`src/rtl/keypad_pkg.sv`:
```
// ============================================================================
// keypad_pkg : shared constants, state encoding and key-code table for the
//              4x4 keypad scanner.  Rev 1.0
// ============================================================================
`default_nettype none

package keypad_pkg;

  typedef enum logic [1:0] {
    ST_SCAN        = 2'd0,
    ST_DEB_PRESS   = 2'd1,
    ST_HELD        = 2'd2,
    ST_DEB_RELEASE = 2'd3
  } state_t;

  localparam logic [3:0] BLANK_CODE = 4'hF;
  localparam logic [3:0] COL_FIRST  = 4'b1110;

  // Nibble (r*4 + c) holds the code for row r, column c.
  localparam logic [63:0] KEY_TABLE = 64'hDF0E_C987_B654_A321;

  function automatic logic [1:0] low_index(input logic [3:0] v);
    logic [1:0] idx;
    idx = 2'd0;
    for (int i = 0; i < 4; i++) begin
      if (!v[i]) idx = i[1:0];
    end
    return idx;
  endfunction

  function automatic logic one_low(input logic [3:0] v);
    return ($countones(~v) == 1);
  endfunction

  function automatic logic [3:0] key_lookup(input logic [1:0] r, input logic [1:0] c);
    return KEY_TABLE[{r, c, 2'b00} +: 4];
  endfunction

endpackage

`default_nettype wire

```
`src/rtl/keypad_debounce.sv`:
```
// ============================================================================
// keypad_debounce : debounce sample counter and candidate-key compare.
//                   Rev 1.0
// ============================================================================
`default_nettype none

module keypad_debounce
  import keypad_pkg::*;
#(
  parameter int DEBOUNCE_CNT = 4
) (
  input  logic       clk,
  input  logic       rst_n,
  input  logic       load,
  input  logic       inc,
  input  logic       clr,
  input  logic [3:0] code,
  input  logic [3:0] cand,
  output logic       same,
  output logic       full
);

  localparam logic [3:0] DEB_LAST = 4'(DEBOUNCE_CNT - 1);

  logic [3:0] cnt_q;
  logic [3:0] cnt_d;

  always_comb begin
    cnt_d = cnt_q;
    if (clr)       cnt_d = 4'd0;
    else if (load) cnt_d = 4'd1;
    else if (inc)  cnt_d = cnt_q + 4'd1;
  end

  always_ff @(posedge clk or negedge rst_n) begin
    if (!rst_n) cnt_q <= 4'd0;
    else        cnt_q <= cnt_d;
  end

  // The sample being evaluated is the one that would bring the count to DEBOUNCE_CNT.
  assign full = (cnt_q == DEB_LAST);
  assign same = (code == cand);

endmodule

`default_nettype wire

```
`src/rtl/keypad_scan.sv`:
```
// ============================================================================
// keypad_scan : 4x4 matrix keypad scanner with debounce, ghost rejection and
//               a three-digit display history.  Rev 1.0
// ============================================================================
`default_nettype none

module keypad_scan
  import keypad_pkg::*;
#(
  parameter int SCAN_DIV     = 1000,
  parameter int DEBOUNCE_CNT = 4
) (
  input  logic       clk,
  input  logic       rst_n,
  input  logic [3:0] row,
  output logic [3:0] col,
  output logic [3:0] key_code,
  output logic       key_valid,
  output logic [3:0] A,
  output logic [3:0] B,
  output logic [3:0] C
);

  localparam logic [15:0] PRESC_LAST = 16'(SCAN_DIV - 1);

  logic [3:0]  sync1_q, sync2_q;
  logic [15:0] presc_q, presc_d;
  state_t      state_q, state_d;
  logic [3:0]  col_q, col_d;
  logic [3:0]  cand_q, cand_d;
  logic [3:0]  key_code_q, key_code_d;
  logic        key_valid_q, key_valid_d;
  logic [3:0]  a_q, a_d, b_q, b_d, c_q, c_d;

  logic        scan_tick;
  logic        hit;
  logic [3:0]  hit_code;
  logic        deb_load, deb_inc, deb_clr;
  logic        deb_same, deb_full;

  assign scan_tick = (presc_q == PRESC_LAST);
  assign presc_d   = scan_tick ? 16'd0 : presc_q + 16'd1;
  assign hit       = one_low(sync2_q);
  assign hit_code  = key_lookup(low_index(sync2_q), low_index(col_q));

  keypad_debounce #(
    .DEBOUNCE_CNT (DEBOUNCE_CNT)
  ) u_debounce (
    .clk   (clk),
    .rst_n (rst_n),
    .load  (deb_load),
    .inc   (deb_inc),
    .clr   (deb_clr),
    .code  (hit_code),
    .cand  (cand_q),
    .same  (deb_same),
    .full  (deb_full)
  );

  always_comb begin
    state_d     = state_q;
    col_d       = col_q;
    cand_d      = cand_q;
    key_code_d  = key_code_q;
    key_valid_d = 1'b0;
    a_d         = a_q;
    b_d         = b_q;
    c_d         = c_q;
    deb_load    = 1'b0;
    deb_inc     = 1'b0;
    deb_clr     = 1'b0;

    if (scan_tick) begin
      case (state_q)
        ST_SCAN: begin
          if (hit) begin
            cand_d   = hit_code;
            deb_load = 1'b1;
            state_d  = ST_DEB_PRESS;
          end else begin
            col_d = {col_q[2:0], col_q[3]};
          end
        end
        ST_DEB_PRESS: begin
          if (hit && deb_same) begin
            if (deb_full) begin
              state_d     = ST_HELD;
              deb_clr     = 1'b1;
              key_code_d  = cand_q;
              key_valid_d = 1'b1;
              c_d         = b_q;
              b_d         = a_q;
              a_d         = cand_q;
            end else begin
              deb_inc = 1'b1;
            end
          end else begin
            // Column stays put so the next tick re-examines the same column.
            state_d = ST_SCAN;
            deb_clr = 1'b1;
          end
        end
        ST_HELD: begin
          if (!hit) begin
            state_d  = ST_DEB_RELEASE;
            deb_load = 1'b1;
          end
        end
        ST_DEB_RELEASE: begin
          if (hit) begin
            state_d = ST_HELD;
            deb_clr = 1'b1;
          end else if (deb_full) begin
            state_d = ST_SCAN;
            deb_clr = 1'b1;
            col_d   = {col_q[2:0], col_q[3]};
          end else begin
            deb_inc = 1'b1;
          end
        end
        default: state_d = ST_SCAN;
      endcase
    end
  end

  always_ff @(posedge clk or negedge rst_n) begin
    if (!rst_n) begin
      sync1_q     <= 4'hF;
      sync2_q     <= 4'hF;
      presc_q     <= 16'd0;
      state_q     <= ST_SCAN;
      col_q       <= COL_FIRST;
      cand_q      <= 4'd0;
      key_code_q  <= 4'd0;
      key_valid_q <= 1'b0;
      a_q         <= BLANK_CODE;
      b_q         <= BLANK_CODE;
      c_q         <= BLANK_CODE;
    end else begin
      sync1_q     <= row;
      sync2_q     <= sync1_q;
      presc_q     <= presc_d;
      state_q     <= state_d;
      col_q       <= col_d;
      cand_q      <= cand_d;
      key_code_q  <= key_code_d;
      key_valid_q <= key_valid_d;
      a_q         <= a_d;
      b_q         <= b_d;
      c_q         <= c_d;
    end
  end

  assign col       = col_q;
  assign key_code  = key_code_q;
  assign key_valid = key_valid_q;
  assign A         = a_q;
  assign B         = b_q;
  assign C         = c_q;

endmodule

`default_nettype wire

```
`config.mk`:
```
export PLATFORM = sky130hd
export DESIGN_NAME = keypad_scan
export DESIGN_NICKNAME = d
export VERILOG_FILES = /design/src/rtl/keypad_pkg.sv /design/src/rtl/keypad_debounce.sv /design/src/rtl/keypad_scan.sv
export SDC_FILE = /design/constraint.sdc
export NUM_CORES = 1
export LEC_CHECK = 0
export BUFFER_PORTS_ARGS = -buffer_cell sky130_fd_sc_hd__buf_2
export CAP_MARGIN = 20
export CORE_MARGIN = 8
export CORE_UTILIZATION = 45
export CTS_BUF_LIST = sky130_fd_sc_hd__clkbuf_4
export CTS_CLUSTER_SIZE = 20
export DETAILED_ROUTE_END_ITERATION = 7
export PLACE_DENSITY = 0.73
export SYNTH_ARGS = -nofsm -noshare
export SYNTH_HDL_FRONTEND = slang
export SYNTH_SLANG_ARGS = --single-unit
```
`constraint.sdc`:
```
create_clock -name clk -period 8.8 [get_ports clk]
set_input_delay 0.88 -clock clk [delete_from_list [all_inputs] [get_ports clk]]
set_output_delay 0.88 -clock clk [all_outputs]
set_load 0.05 [all_outputs]
```
==> results of run 1 <==
-- layer usage --
metal,wire (um),track usage,vias up
met1,2420,0.158,889
li1,-,-,923
met4,45,0.0299,0
met3,277,0.0238,6
met5,0,0,-
met2,2220,0.181,48
-- logic make-up (layout without fill, tap and decap cells) --
kind of cell | after synthesis | count (layout)
and+or+nand+nor | 84 | 84
DFF | 55 | 55
AOI/OAI and AO/OA | 39 | 39
muxes | 23 | 23
xor gates and xnor gates | 19 | 19
buffers and inverters | 19 | 43
adders and majority gates | 8 | 8
-- cells in the final DEF (no fill, tap or decap), types with 3 or more instances in the layout --
cell and count:
nand2b_1 3, nor2_1 15, nor4_1 3, ha_1 7, xor2_1 10, xnor2_1 9, and2_1 3, inv_1 8
nand2_1 17, nor3_1 5, and3_1 4, nand3_1 10, dfrtp_1 32, mux2_4 10, buf_2 26, o21ai_0 15
mux2_2 11, a21oi_1 5, clkbuf_4 5, nand4_1 4, dfstp_2 23
-- metrics by stage --
stage | setup WS, ns | hold slack [ns]
2_1_floorplan | 5.66 | 0.345
3_3_place_gp | 5.20 | 0.346
3_5_place_dp | 5.08 | 0.347
4_1_cts | 5.05 | 0.370
5_1_grt | 4.83 | 0.372
6_report | 5.07 | 0.368
-- worst paths after layout --
kind | start | end | cells past startpoint
max in group asynchronous | rst_n | u_debounce.cnt_q[2] | 2
worst min register to register | sync1_q[0] | sync2_q[0] | 0
min in group asynchronous | rst_n | key_code[0] | 2
worst max register to register | sync2_q[3] | key_code[3] | 9
worst max-delay path | sync2_q[3] | key_code[3] | 9
worst min-delay path | sync1_q[0] | sync2_q[0] | 0
-- layout make-up --
class	instances	area share
sequential	55	0.463
multi-input combinational	173	0.430
timing repair buffer	27	0.0453
tap	75	0.0309
clock buffer	5	0.0124
inverter	8	0.00989
clock inverter	3	0.00906
-- cell usage after synthesis (7+ instances only) --
library cell	instances	area (um2)
clkbuf_1	7	26.3
dfrtp_1	32	801
dfstp_2	23	604
ha_1	7	87.6
inv_1	8	30.0
mux2_2	11	124
mux2_4	10	150
nand2_1	17	63.8
nand3_1	10	50.1
nor2_1	15	56.3
o21ai_0	15	75.1
xnor2_1	9	78.8
xor2_1	10	87.6
-- power by group through the flow --
stage	registers [mW]	clock network [mW]	logic (mW)
5_1_grt	0.259	0.134	0.0283
2_1_floorplan	0.262	0	0.0164
6_report	0.258	0.119	0.0247
3_5_place_dp	0.263	0	0.0246
3_3_place_gp	0.262	0	0.0238
4_1_cts	0.259	0.125	0.0248
-- critical path, stage by stage (launching register included) --
cell and delay (ns):
dfstp_2 0.68, fa_1 0.45, inv_1 0.07, ha_1 0.14
ha_1 0.24, or3b_1 0.49, a21oi_1 0.17, o2111ai_1 0.21
nor3_4 0.77, mux2_2 0.41
-- state kept, by name, indices dropped and copies added (netlist names) --
| signal | count |
|---|---|
| cand_q | 4 |
| B | 4 |
| state_q | 2 |
| A | 4 |
| presc_q | 16 |
| C | 4 |
| sync2_q | 4 |
| key_code | 4 |
| sync1_q | 4 |
| key_valid | 1 |
| u_debounce.cnt_q | 4 |
| col | 4 |
==> metrics, run 1 <==
post-synthesis simple-gate area fraction 0.173; Setup crit start kind register; Logic pwr share 0.061; RSZ-0062 raised after global routing false; Mean Syn Cell Area 11.4 um2; Final min period 3.73 ns; Synth Area in Compound Gates 0.0897; ys flop type dfrtp_1; power density cells 133 nW/um2; Inserted Clock Buffers 5; Slew headroom 0.412; Syn. warnings 0; Area Growth Syn to Fin 8.30%; Clock Sinks 55; DRC viols 0; GRT overflow 0; worst slew pin tran 0.879 ns; Layout Nets 284; post-synthesis sequential area ratio 0.501; die height 94.9 um; DR vias/cell 5.39; GR Util All Layers 0.116; Final Hold Fails 0; DPL Wire Length 3530 um; post-DR wirelength/cell 14.4 um; Crit Path Class reg2reg; Clock Latency Late Sink 0.38 ns; clk slew on worst S/H paths 0.18 ns; MaxCap Viol Count 0; multi-input logic area 1310 um2; routability congestion estimate 0.856; largest net degree at the start of global routing 56; Inst Count DP 338; mux cell area share after synthesis 0.105; placed cell area 2970 um2; Fmax achieved 268 MHz; Post-DRT Antenna Nets 0; drt pass-1 iters 4; first-pass GRT wire length 8470 um; ant diodes 0; filler-free cell count of the finished design 346; # resized after CTS 0; total power 0.402 mW; FFs w/ async S/R, synth 1.00; sequential cell area 1410 um2; core outline area 5960 um2; post-synthesis cell area 2800 um2; Final Cycle Share 0.424; Syn Inst Count 247; Unique masters post-synth 58; die footprint 9010 um2; Setup Skew 0.0190 ns; FILL cells 551; Seq pwr share 0.642; Sw Ratio 0.254; initial antenna violation count 0; final slew viol count 0; Synth Area in XOR/XNOR 0.0593; final core occ 0.510; worst reg-to-reg setup slack 5.07 ns; CTS H-tree depth 2; class of the worst hold path reg2reg; endpoint class of the critical path register; CTS tree yes; FP Rows 28; Int Pwr 0.300 mW; Post-synth EDFFs 0; Psw 0.102 mW; largest family of logic cells by synthesized area simple AND/OR/NAND/NOR gates; Finished Cell Area 3040 um2; CTS Hold Bufs 0; synthesis-stage register bit count 55; Worst VDD drop 0.0707 mV; Initial Util 0.471; via count 1,866; Final TNS setup 0 ns; Clock Power Share 0.296; CP arrival 4.02 ns; critical path required time 9.09 ns; Routed WL 4970 um; number of global-route vias before repair 1,805; worst-case clock buffer depth 2; Port Buffers 26; Post-CTS Setup Repair Bufs 0; outcome completed; Syn Nets 261; die width 94.9 um; worst-path fanout max 16; I/O pins 27; root buffer cell clkbuf_4; layout cells sized above 1 0.321; final setup fails 0; post-synthesis adder-cell area fraction 0.0384; initial DRC count 144; LEAKAGE 1.36 nW
No activity file was read; power rests on OpenSTA's default activity.
==> inputs of run 2 (changes only) <==
- ABC_AREA: default -> 1
- PLACE_DENSITY: 0.73 -> 0.76
- clock period: 8.8 -> 3.1 ns (I/O delays scaled with it)
==> metrics, run 2 <==
GRT overflow 0 (unchanged); top post-synthesis cells by count nand2_1, inv_1, dfrtp_1, nor2_1, nand3_1; worst slew pin tran 0.464 ns (-0.416 ns); post-synthesis sequential area ratio 0.518 (+0.0174); post-synth top area share 0.295 (+0.00989); Inserted Clock Buffers 5 (unchanged); final slew viol count 0 (unchanged); Inst Count DP 413 (+22%); Setup Skew 0.00729 ns (-0.0117 ns); Clock Power Share 0.325 (+0.029); post-place setup slack 0.237 ns (-4.85 ns); post-synthesis cell area 2710 um2 (-3.3%); Port Buffers 26 (unchanged); FP Rows 28 (unchanged); Post-CTS Setup Repair Bufs 0 (unchanged); Logic pwr share 0.050 (-0.011); FILL cells 562 (+2.0%); die footprint 8760 um2 (-2.8%); filler-free cell count of the finished design 426 (+23%); worst-case clock buffer depth 2 (unchanged); Mean Syn Cell Area 8.71 um2 (-23%); Synth Area in Compound Gates 0.0914 (+0.00172); post-DR wirelength/cell 11.3 um (-21%); Fmax achieved 362 MHz (+35%); Worst path max stage delay 0.61 ns (-0.16 ns); DR vias/cell 4.86 (-9.8%); max reg flops 16 (unchanged); critical path required time 3.41 ns (-5.68 ns); MaxCap Viol Count 0 (unchanged); Layout Nets 364 (+28%); Post-synth EDFFs 0 (unchanged); Clock Latency Late Sink 0.37 ns (about the same); CTS H-tree depth 2 (unchanged); DPL Wire Length 3730 um (+5.9%); Crit Path Class reg2reg; Top reg by flops presc_q; number of global-route vias before repair 2,031 (+13%); Int Pwr 0.914 mW (+200%); worst reg-to-reg setup slack 0.34 ns (-4.73 ns); clk slew on worst S/H paths 0.14 ns (-0.04 ns); Psw 0.256 mW (+150%); Syn. warnings 0 (unchanged); root buffer cell clkbuf_4; first-pass GRT wire length 8960 um (+5.8%); Worst VDD drop 0.245 mV (+250%); I/O pins 27 (unchanged); FFs w/ async S/R, synth 1.00 (unchanged); class of the worst hold path reg2reg; largest net degree at the start of global routing 36 (-36%); synthesis-stage register bit count 55 (unchanged); worst-path fanout max 21 (+5); Slew headroom 0.688 (+0.277); Clock Sinks 55 (unchanged); layout cells sized above 1 0.217 (-0.105); Area Growth Syn to Fin 13.0%; Setup crit start kind register; most frequent cells in the layout nand2_1, inv_1, dfrtp_1, nor2_1; CTS tree yes; mux cell area share after synthesis 0.0125 (-0.0928); ys flop type dfrtp_1; outcome completed; endpoint class of the critical path register; LEAKAGE 1.54 nW (+13%); Unique masters post-synth 32 (-45%); Final Cycle Share 0.891 (+0.467); drt pass-1 iters 6 (+2); post-synthesis adder-cell area fraction 0.0397 (+0.00133); Final min period 2.76 ns (-0.969 ns); slowest CP cell dfstp_2; largest family of logic cells by synthesized area simple AND/OR/NAND/NOR gates; Final TNS setup 0 ns (unchanged); GR Util All Layers 0.125 (+0.00934); Sw Ratio 0.219 (-0.0350); DRC viols 0 (unchanged); power density cells 382 nW/um2 (+190%); core outline area 5890 um2 (-1.2%); Yosys top cell by area dfrtp_1; RSZ-0062 raised after global routing false; initial DRC count 90 (-38%); Cell Chain, Critical Path fa_1 > inv_1 > ha_1 > ha_1 > nor3_1 > nand3_1 > nor2_1 > nand3_1 > inv_1 > nand2_4 > buf_4 > o21ai_1; Syn Inst Count 311 (+26%); via count 2,072 (+11%); final setup fails 0 (unchanged); routability congestion estimate 0.839 (-2.1%); initial antenna violation count 0 (unchanged); Post-DRT Antenna Nets 0 (unchanged); synth top area cells dfrtp_1, dfstp_2, nand2_1; Final Hold Fails 0 (unchanged); post-route worst setup slack 0.337 ns (-4.73 ns); most common cell after layout, fill and taps aside nand2_1; Seq pwr share 0.625 (-0.017); ant diodes 0 (unchanged); cell with the most instances after synthesis nand2_1; die width 93.6 um (-1.4%); Min-Delay Path Depth 0 (unchanged); CP arrival 3.07 ns (-0.95 ns); Initial Util 0.460 (-0.0103); die height 93.6 um (-1.4%); Synth Area in XOR/XNOR 0.0226 (-0.0367); Syn Nets 325 (+25%); reg2reg path depth 12 (+3); Routed WL 4820 um (-3.0%); post-synthesis simple-gate area fraction 0.240 (+0.0669)
## run 2: cell count changes after synthesis, moves of 7 or more
cell,change
inv_1,+36
nor2_1,+12
clkbuf_1,-7
mux2_4,-10
o21ai_1,+8
mux2_2,-8
nand3_1,+16
xnor2_1,-8
nand2_1,+55
## run 2: timing repair
item / 4_1_cts / 5_1_grt
gates resized for setup: 0 / 1
endpoints found under the setup margin: 0 / 7
hold buffers: 5 / 0
endpoints found under the hold margin: 11 / 0
## run 2: worst paths after layout
| path | end | from |
|---|---|---|
| worst min register to register | sync2_q[2] | sync1_q[2] |
| min in group asynchronous | key_code[2] | rst_n |
| worst max-delay path | C[0] | sync2_q[3] |
| max in group asynchronous | C[3] | rst_n |
| worst min-delay path | sync2_q[2] | sync1_q[2] |
| worst max register to register | C[0] | sync2_q[3] |
## run 2: final cells by class
type	instances	area (um2)	area share
Multi-Input combinational cell	206	1100	0.361
Inverter	48	180	0.0588
Sequential cell	55	1410	0.459
Timing Repair Buffer	34	203	0.0662
Clock inverter	3	38.8	0.0127
Clock buffer	5	37.5	0.0123
Tap cell	75	93.8	0.0306
## run 2: stage by stage
step | power [mW] | utilization | hold slack [ns] | instance area (um2)
after floorplan | 0.770 | - | 0.0144 | 2710
after global placement | 0.797 | 0.498 | 0.274 | 2930
after detailed placement | 0.799 | 0.498 | 0.278 | 2930
after CTS | 1.18 | 0.520 | 0.367 | 3060
after global routing | 1.23 | 0.520 | 0.370 | 3060
final | 1.17 | 0.520 | 0.366 | 3060
## run 2: per-layer routing
| metal | global-route usage | vias to the layer above | wire (um) |
|---|---|---|---|
| met2 | 0.196 | 47 | 2090 |
| met5 | 0 | - | 0 |
| li1 | - | 1081 | - |
| met4 | 0.0423 | 0 | 62 |
| met1 | 0.159 | 938 | 2340 |
| met3 | 0.0401 | 6 | 328 |
## run 2: cell families (layout without fill, tap and decap cells)
family / Yosys count / count (layout)
fa+ha+maj: 8 / 8
simple gates: 145 / 145
flops: 55 / 55
mux: 3 / 3
compound gates: 43 / 43
buf+inv: 50 / 90
xor+xnor: 7 / 7
## run 2: power by group through the flow
stage          Sequential (mW)  Combinational [mW]  Clock [mW]
3_3_place_gp             0.744              0.0532           0
6_report                 0.732              0.0581       0.380
5_1_grt                  0.733              0.0678       0.426
2_1_floorplan            0.743              0.0268           0
3_5_place_dp             0.744              0.0548           0
4_1_cts                  0.732              0.0595       0.393
## run 2: worst max-delay path: cells and delay by family (launching register included)
kind	cells	cell delay [ns]
AO/OA/AOI/OAI	1	0.14
adder cells (fa/ha/maj)	3	0.78
buffers and inverters	3	0.39
flip-flops	1	0.61
AND/OR/NAND/NOR	5	0.79
